$ cat src/rtl/apb2_rr_master_pkg.sv
// Shared definitions for the two-port APB2 round-robin master:
// FSM state codes, pprot bit positions and the watchdog width helper.
package apb2_rr_master_pkg;

    typedef enum logic [1:0] {
        ST_IDLE   = 2'd0,
        ST_SETUP  = 2'd1,
        ST_ACCESS = 2'd2
    } apb_state_e;

    localparam int PROT_PRIV   = 0;
    localparam int PROT_NONSEC = 1;
    localparam int PROT_INSTR  = 2;

    // Counter width able to hold TIMEOUT-1 (the last stalled ACCESS cycle index).
    function automatic int wd_width(input int timeout);
        return (timeout > 1) ? $clog2(timeout) : 1;
    endfunction

endpackage

$ cat src/rtl/apb2_rr_arbiter.sv
// Two-way round-robin arbiter: the pointer side wins a tie, and after each
// granted transfer the pointer moves to the requester that did not win.
module apb2_rr_arbiter (
    input  logic       clk,
    input  logic       rst_n,
    input  logic [1:0] req,
    input  logic       advance,
    output logic [1:0] gnt
);

    logic ptr_reg;

    always_comb begin
        gnt = 2'b00;
        if (req[ptr_reg]) begin
            gnt[ptr_reg] = 1'b1;
        end else if (req[!ptr_reg]) begin
            gnt[!ptr_reg] = 1'b1;
        end
    end

    always_ff @(posedge clk or negedge rst_n) begin
        if (!rst_n) begin
            ptr_reg <= 1'b0;
        end else if (advance && (gnt != 2'b00)) begin
            ptr_reg <= gnt[0];
        end
    end

endmodule

$ cat src/rtl/apb2_rr_master.sv
// Two-port APB2 master: round-robin grant, IDLE/SETUP/ACCESS sequencing,
// ACCESS watchdog and per-requester response routing.
module apb2_rr_master
    import apb2_rr_master_pkg::*;
#(
    parameter int          DATA_WIDTH = 32,
    parameter int          ADDR_WIDTH = 8,
    parameter logic [2:0]  PROT       = 3'b000,
    parameter int          TIMEOUT    = 15
) (
    input  logic                    clk,
    input  logic                    rst_n,
    input  logic                    m0_valid,
    output logic                    m0_ready,
    input  logic                    m0_write,
    input  logic [ADDR_WIDTH-1:0]   m0_addr,
    input  logic [DATA_WIDTH-1:0]   m0_wdata,
    input  logic [DATA_WIDTH/8-1:0] m0_strb,
    output logic                    m0_rsp_valid,
    output logic [DATA_WIDTH-1:0]   m0_rdata,
    output logic                    m0_slverr,
    input  logic                    m1_valid,
    output logic                    m1_ready,
    input  logic                    m1_write,
    input  logic [ADDR_WIDTH-1:0]   m1_addr,
    input  logic [DATA_WIDTH-1:0]   m1_wdata,
    input  logic [DATA_WIDTH/8-1:0] m1_strb,
    output logic                    m1_rsp_valid,
    output logic [DATA_WIDTH-1:0]   m1_rdata,
    output logic                    m1_slverr,
    output logic                    psel,
    output logic                    penable,
    output logic                    pwrite,
    output logic [ADDR_WIDTH-1:0]   paddr,
    output logic [DATA_WIDTH-1:0]   pwdata,
    output logic [DATA_WIDTH/8-1:0] pstrb,
    output logic [2:0]              pprot,
    input  logic [DATA_WIDTH-1:0]   prdata,
    input  logic                    pready,
    input  logic                    pslverr
);

    localparam int STRB_WIDTH = DATA_WIDTH / 8;
    localparam int WD_WIDTH   = wd_width(TIMEOUT);

    apb_state_e state_reg, state_next;

    logic [1:0] req;
    logic [1:0] gnt;
    logic       accept;
    logic       timeout_hit;
    logic       done;

    logic                  owner_reg;
    logic                  write_reg;
    logic [ADDR_WIDTH-1:0] addr_reg;
    logic [DATA_WIDTH-1:0] wdata_reg;
    logic [STRB_WIDTH-1:0] strb_reg;

    logic                  sel_write;
    logic [ADDR_WIDTH-1:0] sel_addr;
    logic [DATA_WIDTH-1:0] sel_wdata;
    logic [STRB_WIDTH-1:0] sel_strb;

    logic                  rsp_valid_reg;
    logic                  rsp_owner_reg;
    logic [DATA_WIDTH-1:0] rdata_reg;
    logic                  slverr_reg;

    // Requests are only visible to the arbiter while idle, so the pointer
    // advances exactly once per accepted transfer.
    assign req    = (state_reg == ST_IDLE) ? {m1_valid, m0_valid} : 2'b00;
    assign accept = (gnt != 2'b00);

    apb2_rr_arbiter u_arb (
        .clk     (clk),
        .rst_n   (rst_n),
        .req     (req),
        .advance (accept),
        .gnt     (gnt)
    );

    generate
        if (TIMEOUT > 0) begin : g_wd
            logic [WD_WIDTH-1:0] wd_cnt_reg;

            always_ff @(posedge clk or negedge rst_n) begin
                if (!rst_n) begin
                    wd_cnt_reg <= '0;
                end else if ((state_reg == ST_ACCESS) && !pready) begin
                    wd_cnt_reg <= wd_cnt_reg + 1'b1;
                end else begin
                    wd_cnt_reg <= '0;
                end
            end

            assign timeout_hit = (state_reg == ST_ACCESS) && !pready &&
                                 (wd_cnt_reg == WD_WIDTH'(TIMEOUT - 1));
        end else begin : g_no_wd
            assign timeout_hit = 1'b0;
        end
    endgenerate

    // A slave ready on the watchdog's last cycle still wins via the pready term.
    assign done = (state_reg == ST_ACCESS) && (pready || timeout_hit);

    always_ff @(posedge clk or negedge rst_n) begin
        if (!rst_n) begin
            state_reg <= ST_IDLE;
        end else begin
            state_reg <= state_next;
        end
    end

    always_comb begin
        state_next = state_reg;
        case (state_reg)
            ST_IDLE:   if (accept) state_next = ST_SETUP;
            ST_SETUP:  state_next = ST_ACCESS;
            ST_ACCESS: if (done) state_next = ST_IDLE;
            default:   state_next = ST_IDLE;
        endcase
    end

    always_comb begin
        psel     = 1'b0;
        penable  = 1'b0;
        m0_ready = 1'b0;
        m1_ready = 1'b0;
        case (state_reg)
            ST_IDLE: begin
                m0_ready = gnt[0];
                m1_ready = gnt[1];
            end
            ST_SETUP: begin
                psel = 1'b1;
            end
            ST_ACCESS: begin
                psel    = 1'b1;
                penable = 1'b1;
            end
            default: begin
                psel = 1'b0;
            end
        endcase
    end

    assign sel_write = gnt[1] ? m1_write : m0_write;
    assign sel_addr  = gnt[1] ? m1_addr  : m0_addr;
    assign sel_wdata = gnt[1] ? m1_wdata : m0_wdata;
    assign sel_strb  = gnt[1] ? m1_strb  : m0_strb;

    // Read transfers latch zero data/strobes so the bus shows 0 for them.
    always_ff @(posedge clk or negedge rst_n) begin
        if (!rst_n) begin
            owner_reg <= 1'b0;
            write_reg <= 1'b0;
            addr_reg  <= '0;
            wdata_reg <= '0;
            strb_reg  <= '0;
        end else if (accept) begin
            owner_reg <= gnt[1];
            write_reg <= sel_write;
            addr_reg  <= sel_addr;
            wdata_reg <= sel_write ? sel_wdata : '0;
            strb_reg  <= sel_write ? sel_strb  : '0;
        end
    end

    assign pwrite = psel & write_reg;
    assign paddr  = psel ? addr_reg  : '0;
    assign pwdata = psel ? wdata_reg : '0;
    assign pstrb  = psel ? strb_reg  : '0;
    assign pprot  = {PROT[PROT_INSTR], PROT[PROT_NONSEC], PROT[PROT_PRIV]};

    always_ff @(posedge clk or negedge rst_n) begin
        if (!rst_n) begin
            rsp_valid_reg <= 1'b0;
            rsp_owner_reg <= 1'b0;
            rdata_reg     <= '0;
            slverr_reg    <= 1'b0;
        end else begin
            rsp_valid_reg <= done;
            if (done) begin
                rsp_owner_reg <= owner_reg;
                rdata_reg     <= (pready && !write_reg) ? prdata : '0;
                slverr_reg    <= pready ? pslverr : 1'b1;
            end
        end
    end

    assign m0_rsp_valid = rsp_valid_reg & ~rsp_owner_reg;
    assign m1_rsp_valid = rsp_valid_reg &  rsp_owner_reg;
    assign m0_rdata     = m0_rsp_valid ? rdata_reg : '0;
    assign m1_rdata     = m1_rsp_valid ? rdata_reg : '0;
    assign m0_slverr    = m0_rsp_valid & slverr_reg;
    assign m1_slverr    = m1_rsp_valid & slverr_reg;

endmodule

$ cat config.mk
export PLATFORM = sky130hd
export DESIGN_NAME = apb2_rr_master
export DESIGN_NICKNAME = d
export VERILOG_FILES = /design/src/rtl/apb2_rr_master_pkg.sv /design/src/rtl/apb2_rr_arbiter.sv /design/src/rtl/apb2_rr_master.sv
export SDC_FILE = /design/constraint.sdc
export NUM_CORES = 1
export LEC_CHECK = 0
export CORE_MARGIN = 4
export CORE_UTILIZATION = 37
export DETAILED_ROUTE_END_ITERATION = 12
export PLACE_DENSITY = 0.78
export SYNTH_ARGS = -nofsm -noshare
export SYNTH_HDL_FRONTEND = slang
export SYNTH_HIERARCHICAL = 1
export SYNTH_SLANG_ARGS = --single-unit
$ cat constraint.sdc
create_clock -name clk -period 2.4 [get_ports clk]
set_input_delay 0.72 -clock clk [delete_from_list [all_inputs] [get_ports clk]]
set_output_delay 0.72 -clock clk [all_outputs]
set_load 0.01 [all_outputs]
; ---- Word-level counts from Yosys, hierarchy flattened
; Cells that the tools add are included.
[op_classes]
magnitude_cmp = 4
eq_ne = 5
reduce_logical = 14
mux = 32
addsub = 1
n_bitwise = 6
[op_table]
columns = operator, n
row1 = two-way mux 32 bit, 6
row2 = two-way mux 4 bit, 4
row3 = two-way mux 8 bit, 2
row4 = two-way mux 1 bit, 12
row5 = two-way mux 2 bit, 5
row6 = logical AND 1 bit, 6
row7 = one-hot mux 2 bit (3 select lines), 1
row8 = bitwise AND 1 bit, 5
row9 = "adder 4 x 1 -> 4 bit, second input constant", 1
row10 = "equality test 4 bit, second input constant", 1
row11 = "less-than comparator 1 x 2 -> 1 bit, second input constant", 2
row12 = logical NOT 1 bit, 3
row13 = demux 1 bit (select 1 bit), 2
row14 = "equality test 2 x 1 -> 1 bit, second input constant", 1
row15 = "equality test 2 bit, second input constant", 1
row16 = ">= comparator 1 bit, second input constant", 2
row17 = logical NOT 2 bit, 1
row18 = "inequality test 2 x 1 -> 1 bit, second input constant", 1
row19 = "inequality test 2 bit, second input constant", 1
row20 = AND reduction 2 bit, 1
row21 = nonzero test 2 bit, 1
row22 = OR reduction 2 bit, 1
row23 = logical OR 1 bit, 1
row24 = inverter 1 bit, 1
[word_totals]
register_bits = 88
output_inout_bits = 120
elab_cells = 74

; ---- Depth between registers and ports, before layout
[logic_depth]
depth_word = 10
mapped_depth = 10

; ---- By module
; The synthesis kept the hierarchy.
[modules_own_cells]
columns = module, area_each_um2, seq_area_each_um2, instances, cells_each
row1 = apb2_rr_master, 4889.7, 2177.1, 1, 552
row2 = apb2_rr_arbiter, 55.1, 25.0, 1, 6

; ---- Worst setup path after synthesis
; Ideal clock, no wire load.
[synth_path]
path_kind = input port to output port
from = in m1_valid
to = out m0_ready
arrival_time_ps = 1706
path_buffers = 2
path_stages = 5
slack_ps = -26
path_cell_list = and2_1 a21boi_0 buf_2 buf_4 and2_1
[synth_via]
elab_chain_cells = 6
[synth_lines]
columns = element, line
row1 = from (decl), apb2_rr_master.sv:22  ; input logic m1_valid,
row2 = two-way mux 2 bit (*), apb2_rr_master.sv:72  ; assign req = (state_reg == ST_IDLE) ? {m1_valid, m0_valid} : 2'b00;
row3 = two-way mux 1 bit (implied by the code) (2 in series), apb2_rr_arbiter.sv:17  ; end else if (req[!ptr_reg]) begin
row4 = two-way mux 2 bit, apb2_rr_arbiter.sv:17
row5 = two-way mux 2 bit (*), apb2_rr_arbiter.sv:15  ; if (req[ptr_reg]) begin
row6 = net gnt[0], apb2_rr_master.sv:49  ; logic [1:0] gnt;
row7 = two-way mux 1 bit (*), apb2_rr_master.sv:130  ; case (state_reg)
row8 = to (decl), apb2_rr_master.sv:14  ; output logic m0_ready,
; The timed path passes the listed nets; every way through them passes the cells marked *. The select of a mux whose other input is x is not followed.

; ---- Worst setup path after layout
[layout_path]
from = reg state_reg[1]
to = out pwdata[21]
[layout_via]
elab_chain_cells = 4
[layout_lines]
columns = element, line
row1 = from (decl), apb2_rr_master.sv:46  ; apb_state_e state_reg, state_next;
row2 = from (signal assigned), apb2_rr_master.sv:111  ; state_reg <= state_next;
row3 = equality test 2 bit / equality test 2 x 1 -> 1 bit (equally long branches), apb2_rr_master.sv:130
row4 = OR reduction 2 bit (no line) (*), -
row5 = two-way mux 1 bit (*), apb2_rr_master.sv:130
row6 = two-way mux 32 bit (*), apb2_rr_master.sv:172  ; assign pwdata = psel ? wdata_reg : '0;
row7 = to (decl), apb2_rr_master.sv:35  ; output logic [DATA_WIDTH-1:0] pwdata,
; Every way passes the cells marked *; elsewhere a longest branch is shown, timed or not.

==> results.md <==
* Status: finished clean
* Hold Crit Class: input pin to asynchronous set/reset pin
* Met2 track demand over resource at 37.0%
* Fin crit period at 2350 ps
* DRC Markers at 0
* Initial antenna violation count at 0
* MaxCap Viol Count at 0
* Global route overflow at 0
* Cells after Synth at 558
* Worst vdd ir at 0.435 mV
* # clock sinks at 88
* Area growth from synthesis to layout at 57.1%
* Fill cell count at 1149
* Worst path slowest cell: dfrtp_1
* Via density at 5.12
* Switching Fraction at 37.2%
* Crit Path Category: flip-flop to primary output
* Critical path required time at 1680 ps
* Endpoint type of the worst setup path: primary output
* Setup repair after global routing missed its margin: yes
* Clk_lat worst skew at 330 ps
* Final Setup Violations at 0
* Power density over cell area at 994 nW/um^2
* TritonCTS buffer count at 9
* Max Slew Vio Count at 0
* Share of total power in the clock network at 19.1%
* Vias in the first global route at 5239
* Tcrit/Tclk final at 98.0%
* Top post-synthesis cells by area: dfrtp_1 (45%), and2_1 (11%), and3_1 (8.7%)
* Met1 usage at 25.8%
* Async SR Flop Fraction at 100%
* Dpl hpwl at 11600 um
* Top cell type's share of synthesized area at 44.5%
* Initial core utilization at 38.4%
* Layout cells sized above 1 at 13.1%
* Worst-path clk slew at 60 ps
* Post-Route WL at 16100 um
* Place WS at -596 ps
* Inserted Diodes at 0
* Core area at 12900 sq um
* Most Crowded Layer GR: met2
* Hold_buf cts at 0
* Total Routing Usage GR at 21.1%
* Post-Syn Area per Cell at 8.86 sq um
* Fin util at 60.3%
* WL per Instance at 16.7 um
* RR Startpoint: state_reg[1]
* Die W at 124 um
* P_leak at 0.00395 uW
* Row count at 41
* Worst path cell trace: inv_2 > ha_4 > buf_16 > and2_1 > clkdlybuf4s15_2
* Nets at 925
* Setup WS post-layout at 48.2 ps
* Fmax at 425 MHz
* Mapped Area at 4940 sq um
* Startpoint Class: flip-flop
* CP top delay family: buffers and inverters
* DRT antenna net count at 0
* Flop pwr share at 32.0%
* Leading area contributor after synthesis: dfrtp_1
* Clk root buf: clkbuf_16
* CP Buf/Inv Count at 3
* GP Congestion at 0.860
* Synth cell types at 33
* EDFF count, synth at 0
* Die H at 124 um
* Final hold violations at 0
* Iter 0 DRT Violations at 287
* Setup Skew at 6.07 ps
* Flops & latches, synth at 88
* Worst stage delay on the critical path at 370 ps
* First-pass GRT wire length at 25900 um
* CP Launch Point: state_reg[1]
* Port-buffer cells at 244
* CTS tree: built
* H-Tree Depth at 3
* Clock Path Buffers at 2
* Drt pass-1 iters at 5
* Switch Pwr at 2870 uW
* Top Ports at 248
* Die area at 15300 sq um
* Synth Flop Type: dfrtp_1
* Post-synthesis sequential area ratio at 44.5%
* Vias at 4958
* M3 GR Usage at 5.27%
* Power share of the combinational group at 48.9%
* WP data arrival at 1630 ps
* Largest net degree at the start of global routing at 89
* Int Power at 4850 uW
* CP max FO at 21
* Syn. warnings at 6
-- through the flow --
step	setup TNS, ps	instances	power [uW]	area (sq um)	hold slack, ps
3_5_place_dp	-20480	947	6250	7590	472
3_3_place_gp	-16700	947	6120	7590	465
2_1_floorplan	0	560	4410	4950	424
4_1_cts	-43.2	968	7830	7930	439
6_report	0	968	7720	7770	413
5_1_grt	-134	968	8270	7770	451
-- final timing paths --
| kind | endpoint | slack (ps) | depth (start not counted) |
|---|---|---|---|
| worst max-delay path | pwdata[21] | 50 | 5 |
| worst min-delay path | slverr_reg | 410 | 2 |
| worst max register to register | state_reg[1] | 230 | 8 |
| worst min register to register | owner_reg | 480 | 1 |
| max in group asynchronous | write_reg | 1600 | 2 |
| min in group clk | owner_reg | 480 | 1 |
-- power by group through the flow --
stage	combinational, uW	clock, uW	sequential [uW]
floorplan	2060	0	2340
global placement	3680	0	2440
detailed placement	3770	0	2470
CTS	3860	1510	2460
global route	4160	1570	2540
finish	3770	1480	2470
-- cells by family after synthesis --
kind of cell    Yosys count  share of synthesized area (%)
other cells               1                         0.0758
mux                      12                           2.73
fa+ha+maj                 6                           1.52
flops                    88                           44.5
compound gates          121                           13.0
xor+xnor                  2                          0.354
simple gates            239                           29.6
buf+inv                  89                           8.22
-- cells in the mapped netlist, drive strengths merged, types with 2 or more instances --
library cell  number
a21boi             2
nand2             45
a21oi             37
nand4b            32
buf               23
o21ai             76
and2              84
clkbuf            28
mux2               3
ha                 6
and3              70
inv               38
dfrtp             88
mux2i              9
nor2               5
-- routing by layer --
layer,up-vias,wire length (um)
met5,-,0
met4,0,209
met3,17,1550
met2,246,7910
met1,2356,6460
li1,2339,-
-- repair_timing --
item | CTS | global route
gates cloned | 1 | 1
gates resized for setup | 192 | 52
pin swaps | 3 | 4
endpoints found under the setup margin | 155 | 37
buffers inserted | 4 | 0
-- area by class of cell --
type / instances / area, sq um / area share (%)
multi-input combinational: 383 / 2390 / 30.8
inverter: 38 / 143 / 1.84
clock inverter: 2 / 35.0 / 0.451
sequential: 88 / 2200 / 28.4
tap: 172 / 215 / 2.77
timing repair buffer: 271 / 2500 / 32.1
clock buffer: 14 / 284 / 3.66
-- layout by cell type (no fill, tap or decap), types with 5 or more instances in the layout --
cell,count
clkdlybuf4s50_1,125
dfrtp_1,88
and2_1,81
o21ai_1,70
dlygate4sd2_1,70
and3_1,69
nand2_1,45
a21oi_1,37
inv_1,35
nand4b_1,32
clkbuf_2,22
buf_2,17
buf_4,16
clkbuf_16,10
mux2i_1,9
o21ai_0,6
buf_12,6
nor2_1,5
ha_1,5
clkdlybuf4s15_2,5
Note: power is estimated with default switching activity, not from simulation.
